[src/rtl/alct_sync_expect.sv]
// ============================================================================
// Module : alct_sync_expect
// Brief  : Expected-word generator: fixed pattern or self-seeding counter
// Rev    : 1.0  initial release
// ============================================================================
`default_nettype none

module alct_sync_expect #(
    parameter int WIDTH = 28
) (
    input  logic             i_mode,
    input  logic [WIDTH-1:0] i_pat1st,
    input  logic [WIDTH-1:0] i_pat2nd,
    input  logic [WIDTH-1:0] i_d1,
    input  logic             i_exp_clr,
    input  logic             i_exp_reseed,
    input  logic             i_exp_adv,
    input  logic [WIDTH-1:0] i_exp_q,
    output logic [WIDTH-1:0] o_exp1st,
    output logic [WIDTH-1:0] o_exp2nd,
    output logic [WIDTH-1:0] o_exp_d
);

    // In counter mode the 2nd word is always the complement of the 1st.
    always_comb begin
        o_exp1st = i_mode ? i_exp_q : i_pat1st;
        o_exp2nd = i_mode ? ~i_d1   : i_pat2nd;
        o_exp_d  = i_exp_q;
        if (i_exp_clr) begin
            o_exp_d = '0;
        end else if (i_exp_reseed) begin
            o_exp_d = i_d1 + 1'b1;
        end else if (i_exp_adv) begin
            o_exp_d = i_exp_q + 1'b1;
        end
    end

endmodule

`default_nettype wire

[config.mk]
export PLATFORM = sky130hd
export DESIGN_NAME = alct_sync_expect
export DESIGN_NICKNAME = d
export VERILOG_FILES = /design/src/rtl/alct_sync_expect.sv
export SDC_FILE = /design/constraint.sdc
export NUM_CORES = 1
export LEC_CHECK = 0
export CELL_PAD_IN_SITES_DETAIL_PLACEMENT = 0
export CELL_PAD_IN_SITES_GLOBAL_PLACEMENT = 1
export CORE_MARGIN = 3
export CORE_UTILIZATION = 20
export DETAILED_ROUTE_END_ITERATION = 16
export PLACE_DENSITY_LB_ADDON = 0.1
export RECOVER_POWER = 50
export SLEW_MARGIN = 30
export SYNTH_ARGS = -nofsm -noshare
export SYNTH_HDL_FRONTEND = slang
export SYNTH_SLANG_ARGS = --single-unit
[constraint.sdc]
create_clock -name vclk -period 2.2
set_clock_uncertainty 0.1 [all_clocks]
set_input_delay 0.33 -clock vclk [all_inputs]
set_output_delay 0.33 -clock vclk [all_outputs]
set_load 0.05 [all_outputs]
; ---- Yosys cells after proc, flatten, opt, wreduce, memory -nomap -nowiden
; Index checks and enable logic that the tools add are counted.
[word_totals]
regBits = 0
output_inout_bits = 84
elab_cells = 8
[classes]
add_sub_neg = 2
muxes = 5
bitwise_logic = 1
[ops]
columns = operator, count
row1 = two-way mux 28 bit, 5
row2 = "adder 28 x 1 -> 28 bit, second input constant", 2
row3 = inverter 28 bit, 1

; ---- Logic depth before layout (Yosys ltp)
[depth]
word_depth = 4
depth_mapped = 6

; ---- Least setup slack after synthesis
; No wires, ideal clock.
[synth_path]
path_kind = input to output
start = input port i_d1[0]
end = output port o_exp_d[22]
t_arrival_ns = 2.408
required_time_ns = 1.770
setup_slack_ns = -0.638
cell_stages = 6
n_path_buf = 0
path_cell_list = ha_1 -> nand4_1 -> or2_4 -> nor4_1 -> nor3_1 -> a211oi_1
[synth_between]
elab_chain_cells = 3
[synth_rtl]
columns = element, line
row1 = "start, declared", 14  ; input logic [WIDTH-1:0] i_d1,
row2 = adder 28 x 1 -> 28 bit, 32  ; o_exp_d = i_d1 + 1'b1;
row3 = two-way mux 28 bit, 31  ; end else if (i_exp_reseed) begin
row4 = two-way mux 28 bit, 29  ; if (i_exp_clr) begin
row5 = "end, declared", 21  ; output logic [WIDTH-1:0] o_exp_d
; Every way passes these cells.

; ---- Final worst setup path
[layout_path]
start = input port i_d1[11]
end = output port o_exp_d[26]
; The elaborated chain is that of the path after synthesis.

==> results.txt <==
----------------------------------------------------
[Outcome]
  Run status ... finished, violations left
  Violations in the final reports ... setup timing

[Layout]
  Multi-input combinational cell area ... around 2600 um2
  Sequential cell count ... 0
  Area added between synthesis and finish ... 176%
  Layout filler cell count ... 957
  Final non-filler cell total ... around 740
  Fraction of final layout cells with drive strength greater than 1 ... 59.7%
  Layout Cell Area excl Fill ... 6030 um2
  Core Util, Final ... 57.6%
  FF/Latch Area ... 0 um2
  Layout clock buffers ... 0
  Final net count ... roughly 720
  Antenna diode instance count ... 0

[Synth]
  Cell area after synthesis ... 2180 um2
  Sequential area share after synthesis ... 0%
  Post-synthesis instance total ... 304
  Synth cell types ... 37
  Share of Yosys cell area claimed by the top area cell type ... between 15 and 20%
  Average cell area after synthesis ... 7.18 um2
  Biggest area contributors in the synthesized netlist ... mux2_2, mux2i_1, xnor2_1
  Largest area contributor in the netlist ... mux2_2
  Post-synthesis net count ... 422
  Synthesis warning total ... 0

[Worst hold path]
  Path category of the worst min-delay check ... in2out

[Clock tree]
  Number of hold-repair buffers added at the cts stage ... 0

[Pwr]
  Peak supply drop ... 139 uV
  Power density normalized to cell area ... 251 nW/um2
  Static Leak ... approximately 2.7 nW

[Setup path]
  Nature of the critical path startpoint ... primary input
  CP Data Required Time ... 1.77 ns
  Signal arrival time at the worst endpoint ... approximately 1.9 ns
  CP Class ... in2out
  Critical path peak fanout ... 2
  Element type at the critical path end ... primary output

[Global route]
  First-pass GRT wire length ... 18400 um
  Remaining Overflow, GRT ... 0
  Initial antenna violation count ... 0
  Largest net degree at the start of global routing ... 57
  Total routing usage reported by global routing ... 17.6%
  Via count of the first global-routing pass ... 3588

[Place]
  Cells after DPL ... slightly above 700
  I/O Buffers ... 200
  Pre-CTS setup slack ... -0.577 ns
  Final weighted congestion in routability-driven placement ... 0.840
  Cell Area, Placed ... 5660 um2
  Detailed placer's ending HPWL ... ~9300 um

[Timing]
  Final worst-path setup slack ... -0.133 ns
  Setup repair after global routing missed its margin ... true
  Share of the cycle needed by the critical path after routing ... 106%
  Final critical path time including I/O delays and setup ... between 2 and 2.5 ns
  Total count of max-transition violations in the final report ... 0
  Worst slew margin ... 60.2%
  Total setup violations reported at the end of the flow ... 2
  Actual transition at the worst max-transition pin ... 0.596 ns
  Number of hold violations in the final report ... 0
  Max Clock Freq ... 429 MHz

[Routing]
  Average via count per standard cell ... 4.53
  Per-cell routed wire length ... about 16 um
  First-pass iteration count of the detailed router ... 4
  Post-detailed-route DRC marker count ... 0
  Detailed-route via count ... ~3400
  Sum of routed wire length over all layers ... approximately 11000 um
  Antenna Nets Post-Route ... 0
  Violation count after the first detailed-route iteration ... a little under 70

[Floorplanning]
  Die span in x ... 110 um
  Die area ... 12200 um2
  Standard cell core area ... between 10000 and 15000 um2
  Boundary pin count ... 200
  Die height ... between 100 and 150 um
  Total number of placement rows ... 37
  Starting utilization of the core area ... 20.9%

[Run]
  Max-cap check violation count ... 0

----------------------------------------------------
## critical path: stages
cell and delay [ns]:
buf_4 0.10, nand3_4 0.07, or3_4 0.39, or4_4 0.53, xnor2_4 0.17, o22ai_4 0.15, buf_12 0.16
## cells in the final DEF, fill, tap and decap left out, drive strengths merged, types with 4 or more instances in the layout
cell type      instances
buf                  210
clkdlybuf4s50         60
inv                   34
mux2                  32
clkbuf                26
xnor2                 26
mux2i                 25
xor2                  23
nand3                 21
nor2                  20
nand4                 19
nand2                 15
a211oi                14
nor3                  13
o22ai                 10
nor4                   9
dlygate4sd2            8
dlymetal6s2s           8
and4                   7
and3                   6
a21oi                  4
## cell type report
| cell class | count | share of cell area [%] |
|---|---|---|
| multi-input cells | 257 | 43.1 |
| repair buffers | 312 | 51.9 |
| inverters | 34 | 2.12 |
| well taps | 136 | 2.82 |
## final timing paths
path	cells past startpoint	from	end	slack, ns
worst max-delay path	7	i_d1[11]	o_exp_d[26]	-0.13
worst min-delay path	3	i_exp_q[4]	o_exp1st[4]	0.99
## routing by layer
layer	part of all wire, %	GRT usage, %	vias up
li1	-	-	1704
met1	44	23.6	1537
met2	49	30.8	107
met3	6.6	3.73	2
met4	0.087	0.411	0
met5	0	0	-
## kinds of logic after synthesis
family / count (synthesis) / synth area share, %
AND/OR/NAND/NOR: 114 / 31.5
adder cells (fa/ha/maj): 2 / 1.15
XOR/XNOR: 49 / 20.0
buffers and inverters: 47 / 8.19
AO/OA/AOI/OAI: 35 / 11.2
multiplexers: 57 / 28.0
## synth_stat cells (2+ instances only)
cell      count
xor2_1       23
xnor2_1      25
o21ai_0       2
a211oi_1     12
buf_1         3
nand4_1      17
nand2_1      15
nor3_1       10
a31oi_1       2
nor2_1       20
nor4_2        3
and3_1        6
clkbuf_1      8
nor3_2        2
o22ai_1      10
nand3_2       2
ha_1          2
nand3_1      19
inv_1        34
nor4_1        6
mux2_2       32
a21oi_1       4
buf_2         2
mux2i_1      25
and4_1        6
o31a_1        2
a211oi_2      2
## per-stage QoR
step	hold slack [ns]	power (mW)	setup TNS (ns)
after detailed placement	1.04	1.53	-11.63
after global placement	1.04	1.52	-11.42
after CTS	0.978	1.55	-1.07
after global routing	1.01	1.59	-0.679
final	0.994	1.51	-0.147
after floorplan	0.681	0.729	-3.26
## power by group
group / switching (mW) / leakage [nW] / internal (mW)
sequential: 0 / 0 / 0
clock: 0 / 0 / 0
combinational: 0.817 / 2.68 / 0.698
total: 0.817 / 2.68 / 0.698
## repair_timing
item / 4_1_cts / 5_1_grt
setup endpoints to repair: 26 / 24
buffers inserted: 9 / 7
pin swaps: 53 / 48
cloned: 0 / 0
gates resized for setup: 210 / 84
(Power assumes the default switching activity.)
